===== config.mk =====
export PLATFORM = sky130hd
export DESIGN_NAME = sobel_grad
export DESIGN_NICKNAME = d
export VERILOG_FILES = /design/src/rtl/sobel_grad_pkg.sv /design/src/rtl/sobel_kernel.sv /design/src/rtl/sobel_grad.sv
export SDC_FILE = /design/constraint.sdc
export NUM_CORES = 1
export LEC_CHECK = 0
export CORE_MARGIN = 10
export CORE_UTILIZATION = 41
export DETAILED_ROUTE_END_ITERATION = 12
export GPL_ROUTABILITY_DRIVEN = 0
export PLACE_DENSITY = 0.63
export SLEW_MARGIN = 0
export SYNTH_ARGS = -nofsm -noshare
export SYNTH_HDL_FRONTEND = slang
export SYNTH_SLANG_ARGS = --single-unit

===== constraint.sdc =====
create_clock -name clk -period 8.1 [get_ports clk]
set_clock_uncertainty 0.1 [all_clocks]
set_input_delay 2.43 -clock clk [delete_from_list [all_inputs] [get_ports clk]]
set_output_delay 2.43 -clock clk [all_outputs]
set_load 0.01 [all_outputs]

===== src/rtl/sobel_grad_pkg.sv =====
// Shared constants and FSM encoding for the Sobel gradient stage.
// Address constants assume the default 128x128 frame.
package sobel_grad_pkg;

    localparam int unsigned IMG_W = 128;
    localparam int unsigned AW    = 14;
    localparam int unsigned SAT   = 255;

    localparam logic [AW-1:0] FIRST_ADDR = 14'd129;
    localparam logic [AW-1:0] LAST_ADDR  = 14'd16254;

    typedef enum logic [2:0] {
        StIdle,
        StLoad,
        StCap,
        StCalc,
        StWrite,
        StDone
    } state_e;

endpackage


===== src/rtl/sobel_kernel.sv =====
// Combinational 3x3 Sobel operator: |Gx| + |Gy| saturated to SAT.
// pRC_i is window row R (0 = top), column C (0 = left).
module sobel_kernel
    import sobel_grad_pkg::*;
#(
    parameter int unsigned SAT = sobel_grad_pkg::SAT
) (
    input  logic [7:0] p00_i,
    input  logic [7:0] p01_i,
    input  logic [7:0] p02_i,
    input  logic [7:0] p10_i,
    input  logic [7:0] p11_i,
    input  logic [7:0] p12_i,
    input  logic [7:0] p20_i,
    input  logic [7:0] p21_i,
    input  logic [7:0] p22_i,
    output logic [7:0] mag_o
);

    logic signed [10:0] gx;
    logic signed [10:0] gy;
    logic        [10:0] ax;
    logic        [10:0] ay;
    logic        [11:0] mag;
    logic               unused_centre;

    function automatic logic signed [10:0] ext(input logic [7:0] v);
        return signed'({3'b000, v});
    endfunction

    // The centre tap has zero weight in both kernels.
    assign unused_centre = ^p11_i;

    always_comb begin
        gx = (ext(p02_i) + (ext(p12_i) <<< 1) + ext(p22_i))
           - (ext(p00_i) + (ext(p10_i) <<< 1) + ext(p20_i));
        gy = (ext(p20_i) + (ext(p21_i) <<< 1) + ext(p22_i))
           - (ext(p00_i) + (ext(p01_i) <<< 1) + ext(p02_i));
        ax = gx[10] ? 11'(-gx) : 11'(gx);
        ay = gy[10] ? 11'(-gy) : 11'(gy);
        mag = {1'b0, ax} + {1'b0, ay};
        mag_o = (mag > 12'(SAT)) ? 8'(SAT) : mag[7:0];
    end

endmodule


===== src/rtl/sobel_grad.sv =====
// Sobel gradient stage: walks the interior pixels of the source frame through a 3x3
// window and writes the saturated gradient magnitude of each to the gradient memory.
module sobel_grad
    import sobel_grad_pkg::*;
#(
    parameter int unsigned IMG_W = sobel_grad_pkg::IMG_W,
    parameter int unsigned AW    = sobel_grad_pkg::AW,
    parameter int unsigned SAT   = sobel_grad_pkg::SAT
) (
    input  logic          clk,
    input  logic          reset,
    input  logic          in_valid,
    output logic          s_rd,
    output logic [AW-1:0] s_raddr,
    input  logic [7:0]    s_di,
    output logic          g_wr,
    output logic [AW-1:0] g_waddr,
    output logic [7:0]    g_do,
    output logic          out_valid
);

    localparam int unsigned   CW       = $clog2(IMG_W);
    localparam logic [CW-1:0] LAST_IDX = CW'(IMG_W - 2);

    state_e        state_q, state_d;
    logic [CW-1:0] r_q, r_d;
    logic [CW-1:0] c_q, c_d;
    logic [1:0]    rd_row_q, rd_row_d;
    logic [1:0]    rd_col_q, rd_col_d;
    logic          cap_en_q;
    logic [1:0]    cap_row_q;
    logic [1:0]    cap_col_q;
    logic [7:0]    win_q [3][3];
    logic [7:0]    win_d [3][3];
    logic [7:0]    g_do_q, g_do_d;
    logic          out_valid_q, out_valid_d;
    logic [7:0]    mag;
    logic          win_shift;
    logic [AW-1:0] rd_r;
    logic [AW-1:0] rd_c;
    logic [AW-1:0] rd_addr;
    logic [AW-1:0] wr_addr;

    // Window tap being read: row r-1+rd_row, column c-1+rd_col.
    assign rd_r    = AW'(r_q) + AW'(rd_row_q) - AW'(1);
    assign rd_c    = AW'(c_q) + AW'(rd_col_q) - AW'(1);
    assign rd_addr = rd_r * AW'(IMG_W) + rd_c;
    assign wr_addr = AW'(r_q) * AW'(IMG_W) + AW'(c_q);

    sobel_kernel #(
        .SAT (SAT)
    ) u_kernel (
        .p00_i (win_q[0][0]),
        .p01_i (win_q[0][1]),
        .p02_i (win_q[0][2]),
        .p10_i (win_q[1][0]),
        .p11_i (win_q[1][1]),
        .p12_i (win_q[1][2]),
        .p20_i (win_q[2][0]),
        .p21_i (win_q[2][1]),
        .p22_i (win_q[2][2]),
        .mag_o (mag)
    );

    always_comb begin
        state_d  = state_q;
        r_d      = r_q;
        c_d      = c_q;
        rd_row_d = rd_row_q;
        rd_col_d = rd_col_q;
        g_do_d   = g_do_q;
        unique case (state_q)
            StIdle: begin
                if (in_valid) begin
                    state_d  = StLoad;
                    r_d      = CW'(1);
                    c_d      = CW'(1);
                    rd_row_d = 2'd0;
                    rd_col_d = 2'd0;
                end
            end
            StLoad: begin
                if (rd_row_q == 2'd2) begin
                    rd_row_d = 2'd0;
                    if (rd_col_q == 2'd2) begin
                        state_d = StCap;
                    end else begin
                        rd_col_d = rd_col_q + 2'd1;
                    end
                end else begin
                    rd_row_d = rd_row_q + 2'd1;
                end
            end
            StCap: state_d = StCalc;
            StCalc: begin
                g_do_d  = mag;
                state_d = StWrite;
            end
            StWrite: begin
                if (r_q == LAST_IDX && c_q == LAST_IDX) begin
                    state_d = StDone;
                end else begin
                    state_d  = StLoad;
                    rd_row_d = 2'd0;
                    if (c_q == LAST_IDX) begin
                        c_d      = CW'(1);
                        r_d      = r_q + CW'(1);
                        rd_col_d = 2'd0;
                    end else begin
                        // Window shifts left; only the new right column is fetched.
                        c_d      = c_q + CW'(1);
                        rd_col_d = 2'd2;
                    end
                end
            end
            StDone: state_d = StDone;
            default: state_d = StIdle;
        endcase
    end

    // No read is in flight during WRITE, so the shift never collides with a capture.
    assign win_shift = (state_q == StWrite) && (c_q != LAST_IDX);

    always_comb begin
        win_d = win_q;
        if (win_shift) begin
            for (int i = 0; i < 3; i++) begin
                win_d[i][0] = win_q[i][1];
                win_d[i][1] = win_q[i][2];
            end
        end
        if (cap_en_q) begin
            win_d[cap_row_q][cap_col_q] = s_di;
        end
    end

    assign out_valid_d = out_valid_q | (state_q == StDone);

    always_ff @(posedge clk) begin
        if (reset) begin
            state_q     <= StIdle;
            r_q         <= CW'(1);
            c_q         <= CW'(1);
            rd_row_q    <= 2'd0;
            rd_col_q    <= 2'd0;
            cap_en_q    <= 1'b0;
            cap_row_q   <= 2'd0;
            cap_col_q   <= 2'd0;
            g_do_q      <= 8'd0;
            out_valid_q <= 1'b0;
            for (int i = 0; i < 3; i++) begin
                for (int j = 0; j < 3; j++) begin
                    win_q[i][j] <= 8'd0;
                end
            end
        end else begin
            state_q     <= state_d;
            r_q         <= r_d;
            c_q         <= c_d;
            rd_row_q    <= rd_row_d;
            rd_col_q    <= rd_col_d;
            cap_en_q    <= s_rd;
            cap_row_q   <= rd_row_q;
            cap_col_q   <= rd_col_q;
            g_do_q      <= g_do_d;
            out_valid_q <= out_valid_d;
            win_q       <= win_d;
        end
    end

    always_comb begin
        s_rd      = (state_q == StLoad);
        s_raddr   = s_rd ? rd_addr : '0;
        g_wr      = (state_q == StWrite);
        g_waddr   = g_wr ? wr_addr : '0;
        g_do      = g_do_q;
        out_valid = out_valid_q;
    end

endmodule


## After elaboration in Yosys (flattened, before gate mapping)

Index checks and enable logic that the tools add are counted.

| cells by class | value |
|---|---|
| $add $sub $neg | 23 |
| order comparisons | 5 |
| eq/ne operators | 16 |
| multiplexer cells | 35 |
| bitwise gates (word level) | 3 |
| reduce and logical (&&, ||, !) cells | 12 |

Operator list:

| operator | count |
|---|---|
| 72-bit bitwise mux | 1 |
| 72-bit 2-to-1 mux | 1 |
| 24-bit demux with 2-bit select | 1 |
| 16-bit 2-to-1 mux | 3 |
| 11-bit by 9-bit adder with 11-bit output | 4 |
| 8-bit by 9-bit adder with 10-bit output | 4 |
| 7-bit 2-to-1 mux | 5 |
| 14-bit 2-to-1 mux | 2 |
| 7-bit one-hot mux with 2 select lines | 2 |
| 24-bit 2-to-1 mux | 1 |
| 11-bit 2-to-1 mux | 2 |
| 11-bit negation | 2 |
| 11-bit subtractor | 2 |
| 3-bit one-hot mux with 6 select lines | 1 |
| 8-bit demux with 2-bit select | 1 |
| 8-bit 2-to-1 mux | 2 |
| 14-bit adder | 1 |
| 14-bit by 7-bit adder with 14-bit output | 1 |
| 7-bit by 1-bit adder with 7-bit output (second input constant) | 2 |
| 7-bit equality test (second input constant) | 2 |
| 2-bit 2-to-1 mux | 7 |
| 11-bit by 11-bit adder with 12-bit output | 1 |
| 12-bit by 8-bit > comparator with 1-bit output (second input constant) | 1 |
| 3-bit 2-to-1 mux | 4 |
| 24 further kinds | 41 |

| word-level totals | value |
|---|---|
| flip-flop bits (word level) | 107 |
| bits of input ports | 11 |
| output and inout port bits | 39 |
| logic and storage cells | 113 |

## Longest topological paths before layout

Gate-level depths: netlist (run 1).

| logic depth | value |
|---|---|
| depth in word-level cells | 9 |
| gate-level depth with buffers | 30 |
| gate-level depth less buffers | 29 |

## Cells and area by module

From an unflattened synthesis (run 1), not the netlist that was laid out.

| unflattened totals | value |
|---|---|
| cell total of the unflattened synthesis | 1069 |
| area, all modules | 9008.6 um^2 |

By module, submodules not included:

| module | times used | cells each | area an instance (um^2) | seq. area each (um^2) |
|---|---|---|---|---|
| sobel_grad | 1 | 672 | 5574.1 | 2142.1 |
| sobel_kernel | 1 | 397 | 3434.5 | 0.0 |

## Least setup slack after synthesis (run 1)

Ideal clock, no wire load.

| timing path | value |
|---|---|
| kind | register to register |
| start point | register win_q[40] (netlist bit) |
| end point | register g_do_q[7] (netlist: g_do[7]) |
| library setup time | 142 ps |
| data arrival time | 6052 ps |
| required time | 7858 ps |
| setup slack | 1806 ps |
| stages on the path, launching flop included | 27 |
| buffers on the path | 1 |
| clock period less this slack | 6294 ps |
| cell sequence | dfxtp_1 -> ha_1 -> fa_1 -> a21o_1 -> a21oi_1 -> o21bai_1 -> a21oi_1 -> xor2_1 -> fa_1 -> inv_1 -> fa_1 -> inv_1 -> ha_1 -> clkbuf_1 -> a21o_1 -> a21o_1 -> a221oi_4 -> xor2_2 -> nor2_1 -> xor2_1 -> ha_1 -> a21oi_1 -> o21ai_0 -> a21oi_1 -> o311ai_0 -> nor4_4 -> a211oi_1 |

| between the ends | value |
|---|---|
| cells in the longest elaborated chain, start to end | 8 |

Ends and longest elaborated chain:

| item | line | RTL |
|---|---|---|
| start, declared | sobel_grad.sv:33 | `logic [7:0] win_q [3][3];` |
| start signal, assigned | sobel_grad.sv:167 | `win_q <= win_d;` |
| 8-bit by 9-bit adder with 10-bit output (*) | sobel_kernel.sv:36 | `- (ext(p00_i) + (ext(p10_i) <<< 1) + ext(p20_i));` |
| 11-bit by 9-bit adder with 11-bit output (*) | sobel_kernel.sv:36 |  |
| 11-bit subtractor (*) | sobel_kernel.sv:36 |  |
| 11-bit negation | sobel_kernel.sv:39 | `ax = gx[10] ? 11'(-gx) : 11'(gx);` |
| 11-bit 2-to-1 mux (*) | sobel_kernel.sv:39 |  |
| 11-bit by 11-bit adder with 12-bit output (*) | sobel_kernel.sv:41 | `mag = {1'b0, ax} + {1'b0, ay};` |
| 12-bit by 8-bit > comparator with 1-bit output | sobel_kernel.sv:42 | `mag_o = (mag > 12'(SAT)) ? 8'(SAT) : mag[7:0];` |
| 8-bit 2-to-1 mux (*) | sobel_kernel.sv:42 |  |
| end signal, assigned | sobel_grad.sv:165 | `g_do_q <= g_do_d;` |
| end, declared | sobel_grad.sv:35 | `logic [7:0] g_do_q, g_do_d;` |

Every way passes the cells marked *; elsewhere a longest branch is shown, timed or not.
A chain may end at the register's enable or synchronous reset.

## Final worst setup path (run 1)

| timing path | value |
|---|---|
| start point | register c_q[1] |
| end point | output port s_raddr[13] |

| between the ends | value |
|---|---|
| cells in the longest elaborated chain, start to end | 4 |

Ends and longest elaborated chain:

| item | line | RTL |
|---|---|---|
| start, declared | sobel_grad.sv:27 | `logic [CW-1:0] c_q, c_d;` |
| start signal, assigned | sobel_grad.sv:143 | `c_q <= CW'(1);` |
| start signal, assigned | sobel_grad.sv:159 | `c_q <= c_d;` |
| 7-bit by 2-bit adder with 8-bit output | sobel_grad.sv:46 | `assign rd_c = AW'(c_q) + AW'(rd_col_q) - AW'(1);` |
| 8-bit by 1-bit subtractor with 9-bit output | sobel_grad.sv:46 |  |
| 14-bit adder | sobel_grad.sv:47 | `assign rd_addr = rd_r * AW'(IMG_W) + rd_c;` |
| 14-bit 2-to-1 mux | sobel_grad.sv:173 | `s_raddr = s_rd ? rd_addr : '0;` |
| end, declared | sobel_grad.sv:14 | `output logic [AW-1:0] s_raddr,` |

No other way between the ends.

==> flow_summary.toml, run 1 <==
[outcome]
outcome = "finished, final reports clean"

[clock_network]
cts_buffers = 9
cts_setup_buffers = 0
clk_latency_ns = 0.37
path_clk_slew_ns = 0.08
numClockSinks = 107
cts_hold_repair.buffers = 0
h-tree-depth = 3
cts_max_path_buffers = 2
cts_root_buffer = "clkbuf_16"
ctsResizeCount = 0
cts_tree = "yes"

[yosys]
yosysTopAreaCell = "dfxtp_1"
synthesis.nets = 1232
synthArstFlopShare_pct = 0
yosysWarnings = 0
ys_types = 64
synth_flop_cell = "dfxtp_1"
synth-edff-count = 0
avgSynthCellArea_um2 = 8.51
synth.top_cells.by_area = "dfxtp_1 (23%), ha_1 (14%), fa_1 (8.7%)"
yosys_register_bits = 107
synth_top_cell_area_share_pct = 23.3
ys_seq_area_share_pct = 23.3
syn_area_um2 = 9180
synthCells = 1079

[floorplan]
die-area_um2 = 28800
dieHeight_um = 170
core_um2 = 22000
die-width_um = 170
initial_utilization_pct = 41.8
num_io_pins = 50
core.rowCount = 54

[pwr]
clkPwrFrac_pct = 20.0
p_leak_nw = 4.62
p_sw_share_pct = 43.7
internal_power_mw = 1.39
powerDensity_nw_per_um2 = 243
p_seq_share_pct = 21.9
vdd_drop_max_mv = 0.256
p_sw_mw = 1.08
combPwrFrac_pct = 58.0

[critical_path]
crit_chain = "inv_1, ha_1, inv_1, ha_1, fa_1, a21o_1, a21oi_1, nor2b_1, nor2_1, nor2_1, nor2_1, xnor2_1, ha_1, inv_1, fa_1, nor2b_1, o21ai_0, nand2b_1, a21o_1, a21oi_1, xnor3_1, nor2_1, clkdlybuf4s50_1"
regToRegStartpoint = "win_q[8]$_SDFF_PP0_"
r2r_end = "g_do[7]$_SDFFE_PP0P_"
crit_required_ns = 5.57
cp.arrival_ns = 4.82
critPathLaunchType = "register"
critPathBufInv = 4
path_class = "register to primary output"
crit_top_cell = "nor2_1"
ff2ff_setup_slack_ns = 0.96
cp_slowest_stage_delay_ns = 0.56
cp_top_family = "adder cells"
reg2reg_depth = 26
worstSetupStartpoint = "c_q[1]$_SDFFE_PP0P_"
worstPathMaxFanout = 6
end_kind = "primary output"
slowest_stage = "clkdlybuf4s50_1"

[grt]
grt_pass1_wl_um = 35200
grt_overflow = 0
grt_max_degree = 89
antenna_found_initial = 0
track_usage_pct = 14.8
grt_pass1_vias = 7076

[hold_path]
min_path_cells = 2
hold_start = "rd_col_q[0]$_SDFFE_PP0P_"
worstHoldPathType = "register to register"
holdPathEnd = "rd_col_q[0]$_SDFFE_PP0P_"

[timing]
fmax_mhz = 136
rsz0062_at_grt = "false"
hold_ws_ns = 0.371
finalSetupViolations = 0
period_needed_ns = 7.35
final.setup.tns_ns = 0
maxSlewViolCount = 0
hold_viol_final = 0
tightest_slew_ns = 0.994
max_slew_margin_pct = 33.8
min_period_over_period_pct = 90.8

[drt]
vias_per_cell = 5.22
wire_per_inst_um = 15.1
first_pass_iters = 5
post-route-drc-count = 0
drt_wl_total_um = 20800
vias = 7205
drtIter0Drc = 405
drtAntennaViolNets = 0

[place]
io_buffer_count = 49
place_hpwl_um = 16200
place_inst = 1364

[finish]
final_nets = 1248
area_growth_pct = 10.6
fin_cells = 1380
diodes = 0
n_fill_cell = 2091
drive_above_1_share_pct = 3.09

[run]
drv_cap = 0
[cells by family (layout without fill, tap and decap cells)]
| logic type | Yosys count | in the layout | synth area share [%] |
|---|---|---|---|
| AOI/OAI and AO/OA | 226 | 226 | 16.0 |
| xor gates and xnor gates | 96 | 96 | 9.47 |
| adders and majority gates | 142 | 142 | 22.6 |
| buffers and inverters | 155 | 176 | 6.72 |
| DFF | 107 | 107 | 23.3 |
| muxes | 61 | 61 | 6.65 |
| and+or+nand+nor | 292 | 292 | 15.2 |
[power groups by stage]
stage               Sequential (mW)  Clock (mW)  Combinational [mW]
CTS                           0.542       0.509                1.43
detailed placement            0.554           0                1.42
global route                  0.543       0.522                1.62
global placement              0.554           0                1.42
floorplan                     0.550           0                1.18
finish                        0.542       0.495                1.43
[cell usage in the layout (no fill, tap or decap), drive strengths merged, types with 4 or more instances in the layout]
cell type / netlist / layout
a211oi: 51 / 51
a21o: 24 / 24
a21oi: 74 / 74
a31oi: 6 / 6
and2: 17 / 17
and3: 8 / 8
and3b: 4 / 4
clkbuf: 30 / 9
clkdlybuf4s50: 0 / 48
dfxtp: 107 / 107
fa: 40 / 40
ha: 102 / 102
inv: 109 / 113
mux2i: 61 / 61
nand2: 42 / 42
nand2b: 7 / 7
nand3: 10 / 10
nand4: 5 / 5
nor2: 153 / 153
nor2b: 16 / 16
nor3: 12 / 12
nor4: 4 / 4
o21a: 5 / 5
o21ai: 34 / 34
o21bai: 7 / 7
o31ai: 6 / 6
xnor2: 63 / 63
xor2: 32 / 32
[stage by stage]
step | cell area (um2) | power (mW) | setup slack [ns] | utilization [%]
final | 10200 | 2.47 | 0.748 | 46.2
after global routing | 10200 | 2.69 | 0.377 | 46.2
after CTS | 10200 | 2.48 | 0.739 | 46.2
after detailed placement | 9820 | 1.97 | 1.02 | 44.7
after global placement | 9820 | 1.97 | 1.16 | 44.7
after floorplan | 9180 | 1.73 | 1.81 | -
[synthesized netlist by cell type (6+ instances only)]
cell type	n
a21oi_1	74
dfxtp_1	107
nand2b_1	7
buf_1	10
a31oi_1	6
xnor2_1	63
a211oi_1	51
xor2_1	30
o21bai_1	7
and3_1	7
a21o_1	24
o21ai_0	34
and2_1	17
clkbuf_1	27
mux2i_1	61
nor3_1	10
ha_1	102
nand2_1	42
nand3_1	9
nor2_1	153
inv_1	109
fa_1	40
nor2b_1	15
[tightest hold or removal path: cells and delay by family, from the launching register on]
family             cells  cell delay, ns
and+or+nand+nor        1            0.05
DFF                    1            0.32
AOI/OAI and AO/OA      1            0.05
[layer usage]
| layer | share of wire [%] | global-route usage, % |
|---|---|---|
| met5 | 0 | 0 |
| met4 | 1.4 | 4.20 |
| met3 | 3.3 | 2.21 |
| met2 | 48 | 24.7 |
| met1 | 48 | 19.3 |
[final cells by class]
cell class / instances / area (um2) / share of cell area [%]
clock inverter: 7 / 103 / 1.01
inverter: 109 / 409 / 4.03
timing repair buffer: 51 / 500 / 4.93
clock buffer: 9 / 225 / 2.22
multi-input combinational: 817 / 6420 / 63.3
sequential: 107 / 2140 / 21.1
tap: 280 / 350 / 3.45
[how the worst max path moves through the flow]
| stage | slack (ns) | cells past startpoint | to |
|---|---|---|---|
| after global placement | 1.16 | 26 | g_do[7]$_SDFFE_PP0P_ |
| final | 0.75 | 23 | s_raddr[13] |
| after CTS | 0.74 | 23 | s_raddr[13] |
| after global routing | 0.38 | 27 | g_do[7]$_SDFFE_PP0P_ |
| after detailed placement | 1.02 | 27 | g_do[7]$_SDFFE_PP0P_ |
| after floorplan | 1.81 | 26 | g_do[7]$_SDFFE_PP0P_ |
No activity file was read; power rests on OpenSTA's default activity.
==> inputs of run 2 (changes only) <==
==> constraint.sdc (replaced) <==
create_clock -name clk -period 7.4 [get_ports clk]
set_clock_uncertainty 0.1 [all_clocks]
set_input_delay 2.22 -clock clk [delete_from_list [all_inputs] [get_ports clk]]
set_output_delay 2.22 -clock clk [all_outputs]
set_load 0.01 [all_outputs]
==> flow_summary.toml, run 2 (same netlist as run 1, synthesis figures left out) <==
[drt]
drt_wl_total_um = 20700
post-route-drc-count = 0
wire_per_inst_um = 15.0
drtIter0Drc = 396
drtAntennaViolNets = 0
vias_per_cell = 5.19
vias = 7165
first_pass_iters = 5

[critical_path]
cp.arrival_ns = 4.76
end_kind = "primary output"
worstPathMaxFanout = 6
path_class = "register to primary output"
critPathLaunchType = "register"
crit_required_ns = 5.08

[grt]
track_usage_pct = 14.5
grt_pass1_vias = 6979
grt_pass1_wl_um = 34600
grt_max_degree = 89
grt_overflow = 0
antenna_found_initial = 0

[finish]
final_common_cell = "nor2_1"
final_nets = 1249
drive_above_1_share_pct = 3.36
final_area_um2 = 10100
diodes = 0
area_growth_pct = 10.5
fin_cells = 1380
final_util_pct = 46.2
final_cell_mix = "nor2_1 (153), inv_1 (109), dfxtp_1 (106)"

[timing]
max_slew_margin_pct = 32.7
fmax_mhz = 141
hold_ws_ns = 0.374
maxSlewViolCount = 0
period_needed_ns = 7.08
min_period_over_period_pct = 95.6
hold_viol_final = 0
finalSetupViolations = 0
rsz0062_at_grt = "false"
fin_ws_ns = 0.324
final.setup.tns_ns = 0
tightest_slew_ns = 1.01

[outcome]
outcome = "finished, final reports clean"

[clock_network]
cts_tree = "yes"
numClockSinks = 107
path_clk_slew_ns = 0.07
cts_hold_repair.buffers = 0
clk_latency_ns = 0.37
cts_root_buffer = "clkbuf_16"
cts_max_path_buffers = 2
cts_buffers = 9
h-tree-depth = 3

[place]
place_inst = 1364
place_area_um2 = 9820
post-place-ws_ns = 0.350
io_buffer_count = 49
place_hpwl_um = 16000

[pwr]
powerDensity_nw_per_um2 = 261
total_power_mw = 2.65
vdd_drop_max_mv = 0.193
p_leak_nw = 4.62

[floorplan]
dieHeight_um = 170
die-width_um = 170
initial_utilization_pct = 41.8
die-area_um2 = 28800
core_um2 = 22000
num_io_pins = 50
core.rowCount = 54

[run]
drv_cap = 0

[hold_path]
worstHoldPathType = "register to register"
[run 2: repair_timing]
item,CTS,global route
endpoints found under the hold margin,0,0
setup buffers,0,1
endpoints found under the setup margin,0,9
gates resized for setup,0,4
[run 2: critical path: stages (launching register included)]
cell	delay [ns]
dfxtp_2	0.38
inv_1	0.06
ha_1	0.26
inv_1	0.04
ha_1	0.21
fa_1	0.42
a21o_1	0.19
a21oi_1	0.17
nor2b_1	0.09
nor2_1	0.09
nor2_1	0.05
nor2_1	0.12
xnor2_1	0.14
ha_1	0.20
inv_1	0.06
fa_1	0.37
nor2b_1	0.15
o21ai_0	0.09
nand2b_1	0.12
a21o_1	0.12
a21oi_1	0.07
xnor3_1	0.32
nor2_1	0.11
clkdlybuf4s50_1	0.56
[run 2: final timing paths]
check	slack (ns)	cells past startpoint	startpoint	to
setup / recovery	0.32	23	c_q[1]$_SDFFE_PP0P_	s_raddr[13]
hold / removal	0.37	2	rd_col_q[0]$_SDFFE_PP0P_	rd_col_q[0]$_SDFFE_PP0P_
setup reg to reg	0.58	28	register	g_do[6]$_SDFFE_PP0P_
hold reg to reg	0.37	2	rd_col_q[0]$_SDFFE_PP0P_	rd_col_q[0]$_SDFFE_PP0P_
[run 2: metal layers]
layer	vias up	track usage [%]	share of wire, %
li1	3711	-	-
met1	3342	18.7	48
met2	99	24.6	47
met3	13	2.63	3.7
met4	0	3.24	0.99
met5	-	0	0
[run 2: power breakdown]
| part | switching [mW] | leakage, nW | total, mW | internal (mW) |
|---|---|---|---|---|
| sequential | 0.00917 | 0.864 | 0.593 | 0.584 |
| clock | 0.241 | 0.142 | 0.482 | 0.242 |
| combinational | 0.906 | 3.61 | 1.58 | 0.670 |
[run 2: cell type report]
cell class	instances	area, um2
fill	2084	11800
inverter	109	409
clock inverter	5	47.5
clock buffer	10	239
timing repair buffer	52	508
sequential	107	2140
multi-input combinational	817	6440
tap	280	350
==> inputs of run 3 (changes only) <==
--- a/config.mk
+++ b/config.mk
@@ -9,6 +9,7 @@
 export CORE_UTILIZATION = 41
 export DETAILED_ROUTE_END_ITERATION = 12
 export GPL_ROUTABILITY_DRIVEN = 0
+export GPL_TIMING_DRIVEN = 0
 export PLACE_DENSITY = 0.63
 export SLEW_MARGIN = 0
 export SYNTH_ARGS = -nofsm -noshare
==> flow_summary.toml, run 3 (same netlist as run 1, synthesis figures left out) <==
[pwr]
vdd_drop_max_mv = 0.245
internal_power_mw = 1.52
clkPwrFrac_pct = 17.4
p_sw_share_pct = 43.7
combPwrFrac_pct = 60.7
p_sw_mw = 1.18
powerDensity_nw_per_um2 = 263
p_leak_nw = 4.65
total_power_mw = 2.70
p_seq_share_pct = 21.9

[timing]
min_period_over_period_pct = 94.7
fmax_mhz = 143
tightest_slew_ns = 0.840
finalSetupViolations = 0
final.setup.tns_ns = 0
hold_viol_final = 0
max_slew_margin_pct = 44.0
maxSlewViolCount = 0
period_needed_ns = 7.01

[drt]
top_layer = "met4"
drt_wl_total_um = 22900
wire_per_inst_um = 16.2
vias_per_cell = 5.26
drtIter0Drc = 514
post-route-drc-count = 0
first_pass_iters = 5
vias = 7465
wl_met2_um = 10700
drt-met1-wl_um = 10600
drtAntennaViolNets = 0
wl_met3_um = 879

[hold_path]
hold_start = "rd_col_q[0]$_SDFFE_PP0P_"
worstHoldPathType = "register to register"
holdPathEnd = "rd_col_q[0]$_SDFFE_PP0P_"
min_path_cells = 2

[finish]
n_fill_cell = 2141
final_cell_mix = "nor2_1 (153), inv_1 (109), dfxtp_1 (107)"
multiInputGateArea_um2 = 6440
final_common_cell = "nor2_1"
final_nets = 1288
drive_above_1_share_pct = 4.04
diodes = 0
fin_cells = 1419
final_util_pct = 46.8
area_growth_pct = 11.9
seqCellArea_um2 = 2140

[clock_network]
cts_buffers = 9
path_clk_slew_ns = 0.08
cts_max_path_buffers = 2
h-tree-depth = 3
numClockSinks = 107
cts_root_buffer = "clkbuf_16"
cts_tree = "yes"
clk_latency_ns = 0.37

[place]
io_buffer_count = 40
place_inst = 1399
place_hpwl_um = 18400

[grt]
grt_pass1_wl_um = 37800
grt_overflow = 0
grt_max_degree = 19
grt_pass1_vias = 7389
antenna_found_initial = 0
track_usage_pct = 16.2

[outcome]
outcome = "finished, final reports clean"

[critical_path]
path_class = "register to primary output"
reg2reg_depth = 29
regToRegStartpoint = "win_q[65]$_SDFF_PP0_"
critPathLaunchType = "register"
ff2ff_setup_slack_ns = 0.53
end_kind = "primary output"
worstPathMaxFanout = 6
crit_required_ns = 5.08
cp.arrival_ns = 4.69
r2r_end = "g_do[7]$_SDFFE_PP0P_"

[floorplan]
core_um2 = 22000
core.rowCount = 54
die-area_um2 = 28800
dieHeight_um = 170
num_io_pins = 50
die-width_um = 170
initial_utilization_pct = 41.8

[run]
drv_cap = 0
==> run 3: worst max-delay path by stage <==
stage,start,endpoint,cells past startpoint
final,c_q[1]$_SDFFE_PP0P_,s_raddr[13],23
after floorplan,win_q[40]$_SDFF_PP0_,g_do[7]$_SDFFE_PP0P_,26
after CTS,register,g_do[7]$_SDFFE_PP0P_,28
after global placement,register,g_do[7]$_SDFFE_PP0P_,28
after global routing,register,g_do[7]$_SDFFE_PP0P_,31
after detailed placement,register,g_do[7]$_SDFFE_PP0P_,28
==> run 3: repair_timing <==
action | in CTS | in global routing
buffers inserted | 0 | 5
gates resized for setup | 0 | 6
endpoints found under the setup margin | 0 | 8
endpoints found under the hold margin | 0 | 0
hold buffers | 0 | 0
==> run 3: layout make-up <==
type                            instances  area share (%)
Multi-Input combinational cell        817            62.7
Inverter                              109            3.98
Clock buffer                            9            2.19
Tap cell                              280            3.41
Clock inverter                          6           0.512
Sequential cell                       107            20.9
Timing Repair Buffer                   45            4.27
Buffer                                 46            2.02
==> run 3: critical path: stages, from the launching register on <==
cell and delay (ns):
dfxtp_1 0.41, inv_1 0.06, ha_1 0.27, inv_1 0.04, ha_1 0.21, fa_1 0.41, a21o_1 0.18, a21oi_1 0.17
nor2b_1 0.08, nor2_1 0.09, nor2_1 0.05, nor2_1 0.10, xnor2_1 0.14, ha_1 0.20, inv_1 0.06, fa_1 0.37
nor2b_1 0.14, o21ai_0 0.09, nand2b_1 0.12, a21o_1 0.13, a21oi_1 0.08, xnor3_1 0.32, nor2_1 0.09, clkdlybuf4s50_1 0.55
==> run 3: routing by layer <==
| layer | GRT usage (%) | up-vias |
|---|---|---|
| met5 | 0 | - |
| met4 | 7.02 | 0 |
| met3 | 2.77 | 34 |
| met2 | 26.6 | 133 |
| met1 | 20.4 | 3525 |
| li1 | - | 3773 |
==> run 3: per-stage QoR <==
step           hold WS (ns)  instance area (um2)  setup WS, ns
6_report              0.377                10300         0.390
5_1_grt               0.426                10300      -0.00836
4_1_cts               0.378                10200        0.0786
3_5_place_dp          0.364                 9930         0.126
3_3_place_gp          0.356                 9930         0.233
2_1_floorplan         0.345                 9180          1.11
==> run 3: power groups by stage <==
stage / registers (mW) / clock network, mW / logic [mW]
3_5_place_dp: 0.605 / 0 / 1.56
2_1_floorplan: 0.602 / 0 / 1.29
6_report: 0.591 / 0.470 / 1.64
3_3_place_gp: 0.605 / 0 / 1.56
5_1_grt: 0.592 / 0.499 / 1.85
4_1_cts: 0.591 / 0.478 / 1.58
==> variant 1: new RTL, flow settings as in run 3 <==
The package constant `AW` goes from 14 to 16.
--- a/src/rtl/sobel_grad_pkg.sv
+++ b/src/rtl/sobel_grad_pkg.sv
@@ -3,7 +3,7 @@
 package sobel_grad_pkg;
 
     localparam int unsigned IMG_W = 128;
-    localparam int unsigned AW    = 14;
+    localparam int unsigned AW    = 16;
     localparam int unsigned SAT   = 255;
 
     localparam logic [AW-1:0] FIRST_ADDR = 14'd129;
Ports: changed (resized g_waddr and s_raddr); port bits go from 50 to 54. No check against the original RTL was run, so the function may have changed too.
==> variant 1 against run 3 <==
Sequential cell count did not move. Total power fell by 2.6%. Setup slack got worse by 0.0064 ns. Synthesized area rose by 2.2%. Register-to-register slack got worse by 0.12 ns. Wire length fell by 0.94%. Worst hold slack improved by 0.020 ns. Final cell count rose by 2.9%. Critical path depth fell by 2. Cell area rose by 2.5%. Critical endpoint is now s_raddr[15].
==> variant 1: results <==
metrics = {
    "pwr": {
        "p_leak_nw": 4.76,
        "peakVddDrop_mv": 0.216,
    },
    "timing": {
        "slew_headroom": 0.486,
    },
    "placed_design": {
        "preCtsSetupSlack_ns": 0.250,
        "placed_area_sq_um": 10200,
        "dp_cells": 1443,
        "portBuffers": 42,
    },
    "drt": {
        "drt-total-wl_mm": 22.7,
        "drt_iter0_drc": 452,
    },
    "grt": {
        "grt_pass1_vias": 7399,
        "grt_max_degree": 22,
        "grt_pass1_wl_mm": 37.5,
    },
    "worst_setup_path": {
        "rr_startpoint": "win_q[40]$_SDFF_PP0_",
        "critPathLaunch": "rd_col_q[1]$_SDFFE_PP0P_",
        "worstPathMaxFanout": 3,
        "worst_r2r_path_depth": 28,
        "r2r_slack_ns": 0.41,
        "r2r-end": "g_do[4]$_SDFFE_PP0P_",
        "crit_end": "s_raddr[15]",
        "arrival_ns": 4.70,
    },
    "cells_and_area": {
        "stdcell_count": 1460,
    },
    "yosys": {
        "synth-xor-area-share": 0.0867,
        "synthMuxAreaShare": 0.0673,
        "synth_fa_ha_area_frac": 0.228,
        "synthTopCellsByCount": "nor2_1 (172), inv_1 (113), dfxtp_1 (107), ha_1 (107), a21oi_1 (66)",
        "synth-seq-area-share": 0.228,
    },
    "status": {
        "status": "completed",
    },
}
-- variant 1: cell types whose count changed in the layout (fill, tap and decap cells not counted), moves of 5 or more --
cell	run 3	this run
a21oi_1	71	64
ha_1	102	107
nand2b_1	7	15
nor2_1	153	172
o21a_1	5	11
o21ai_0	34	26
-- variant 1: cell type report --
type / count / area (sq um)
fill: 2226 / 12100
clock inverter: 7 / 108
clock buffer: 9 / 225
timing repair buffer: 43 / 428
tap: 285 / 357
sequential: 107 / 2140
buffer: 49 / 209
multi-input combinational: 847 / 6630
inverter: 113 / 424
-- variant 1: how the worst min path moves through the flow --
stage	start	end	slack [ns]
after floorplan	rd_col_q[1]$_SDFFE_PP0P_	cap_col_q[1]$_SDFF_PP0_	0.35
after detailed placement	flip-flop	flip-flop	0.38
final	out_valid$_SDFF_PP0_	out_valid$_SDFF_PP0_	0.40
after global placement	flip-flop	flip-flop	0.37
after CTS	rd_col_q[1]$_SDFFE_PP0P_	cap_col_q[1]$_SDFF_PP0_	0.40
after global routing	out_valid$_SDFF_PP0_	out_valid$_SDFF_PP0_	0.45
-- variant 1: cell families (layout without fill, tap and decap cells) --
group                      after synthesis  in the layout
adders and majority gates              147            147
DFF                                    107            107
muxes                                   63             63
other                                    1              2
AOI/OAI and AO/OA                      226            226
and+or+nand+nor                        317            317
xor gates and xnor gates                92             92
buffers and inverters                  162            221
-- variant 1: routing by layer --
metal | wire length, um | share of wire | track usage
met1 | 11600 | 0.51 | 0.223
met2 | 10100 | 0.44 | 0.252
met3 | 898 | 0.040 | 0.0248
met4 | 194 | 0.0085 | 0.0276
met5 | 0 | 0 | 0
-- variant 1: where the power goes --
part | leakage [nW] | switching, mW | internal, mW
combinational | 3.73 | 0.845 | 0.663
sequential | 0.865 | 0.00775 | 0.584
clock | 0.160 | 0.258 | 0.277
==> variant 2: new RTL, config.mk and constraints of run 3 <==
Made on the original files. Put a register stage on the output `s_raddr`, cleared by the reset. The value now appears one clock later. The other outputs are not delayed to match.
--- a/src/rtl/sobel_grad.sv
+++ b/src/rtl/sobel_grad.sv
@@ -21,6 +21,8 @@
 
     localparam int unsigned   CW       = $clog2(IMG_W);
     localparam logic [CW-1:0] LAST_IDX = CW'(IMG_W - 2);
+
+    logic [AW-1:0] s_raddr_d;
 
     state_e        state_q, state_d;
     logic [CW-1:0] r_q, r_d;
@@ -170,12 +172,20 @@
 
     always_comb begin
         s_rd      = (state_q == StLoad);
-        s_raddr   = s_rd ? rd_addr : '0;
+        s_raddr_d = s_rd ? rd_addr : '0;
         g_wr      = (state_q == StWrite);
         g_waddr   = g_wr ? wr_addr : '0;
         g_do      = g_do_q;
         out_valid = out_valid_q;
     end
 
+    always_ff @(posedge clk) begin
+        if (reset) begin
+            s_raddr <= '0;
+        end else begin
+            s_raddr <= s_raddr_d;
+        end
+    end
+
 endmodule
 
Behaviour: not the same (Yosys sat finds a counterexample within 4 cycles, from zero or initial values and one cycle with reset high).
==> variant 2 against run 3 <==
Global-route usage rose by 0.73 points. Register-to-register slack lost 0.06 ns. Wire length increased by 6.5%. Setup slack gained 0.080 ns. Sequential power increased by 13%. Synthesized area is 3.6% higher. Sequential cell count is 14 higher. Total power rose by 11%. Die area is 3.2% higher. Cell area increased by 6.9%. Final cell count increased by 3.4%. Critical path type is now flip-flop to flip-flop. Critical endpoint is now g_do[4]$_SDFFE_PP0P_. Largest power group unchanged.
==> variant 2: results <==
metrics = {
    "cells_and_area": {
        "clock_area_frac": 0.0625,
        "n_all_buffers": 90,
        "nClkBuffers": 17,
        "num-nonclk-inverters": 110,
        "drive_gt1_frac": 0.0541,
        "fill_cells": 2183,
        "multi_input_area_share": 0.589,
        "seq_share": 0.221,
        "buf_share": 0.0572,
    },
    "yosys": {
        "avgSynthCellArea_sq_um": 8.58,
        "synth-xor-area-share": 0.0823,
        "synth_compound_area_frac": 0.153,
        "synth-seq-area-share": 0.255,
        "syn_nets": 1262,
        "synth.area.top_cells": "dfxtp_1 (25%), ha_1 (13%), fa_1 (8.4%)",
        "synthMuxAreaShare": 0.0663,
        "synth_fa_ha_area_frac": 0.218,
        "ys_types": 66,
        "ys_ff_latch": 121,
        "synthTopCellsByCount": "nor2_1 (152), dfxtp_1 (121), inv_1 (110)",
    },
    "drt": {
        "drt-total-wl_mm": 24.4,
        "wl_met2_mm": 11.9,
        "wl_per_cell_um": 16.6,
        "drt_iter0_drc": 489,
        "via_count": 7802,
        "wl_met3_um": 971,
        "wirelength_met1_mm": 11.1,
    },
    "clocking": {
        "clk_latency_ns": 0.42,
        "cts.clk_slew.worst_paths_ns": 0.06,
        "htreeDepth": 4,
    },
    "grt": {
        "grt_max_degree": 17,
        "grt_use_total": 0.169,
        "grt_pass1_vias": 7651,
        "grt_pass1_wl_mm": 39.9,
    },
    "worst_setup_path": {
        "critPathMaxStageDelay_ns": 0.53,
        "path_delay_family": "compound AO/OA/AOI/OAI gates",
        "worst_r2r_path_depth": 27,
        "worstPathMaxFanout": 10,
        "r2r-end": "g_do[4]$_SDFFE_PP0P_",
        "required_ns": 7.57,
        "r2r_slack_ns": 0.47,
        "cp-end-kind": "flip-flop",
        "critPathLaunch": "win_q[56]$_SDFF_PP0_",
    },
    "timing": {
        "tightest_slew_ns": 0.841,
        "fmax_mhz": 144,
    },
    "pwr": {
        "peakVddDrop_mv": 0.259,
        "p_leak_nw": 4.98,
    },
    "status": {
        "status": "completed",
    },
    "hold_path": {
        "min_to": "g_do[0]$_SDFFE_PP0P_",
        "hold-path-cell-count": 2,
        "min-delay-start": "g_do[0]$_SDFFE_PP0P_",
    },
    "placed_design": {
        "preCtsSetupSlack_ns": 0.250,
        "hpwl_mm": 19.1,
        "dp_cells": 1434,
    },
}
[variant 2: timing repair]
item	in CTS	in global routing
resized for setup	0	5
hold endpoints to repair	0	0
hold buffers	0	0
buffers inserted	0	1
endpoints found under the setup margin	0	8
[variant 2: metal layers]
layer,track usage,up-vias
met5,0,-
met4,0.0558,0
met3,0.0324,27
met2,0.285,156
met1,0.212,3687
li1,-,3932
[variant 2: per-stage QoR]
stage,area [sq um],hold WS (ns)
floorplan,9510,0.351
global placement,10300,0.378
detailed placement,10300,0.389
CTS,11000,0.393
global route,11000,0.417
finish,11000,0.395
[variant 2: report_power, final]
part           internal, mW  leakage (nW)  switching (mW)
registers             0.662         0.977         0.00810
logic                 0.559          3.67           0.798
clock network         0.640         0.336           0.339
total                  1.86          4.98            1.15
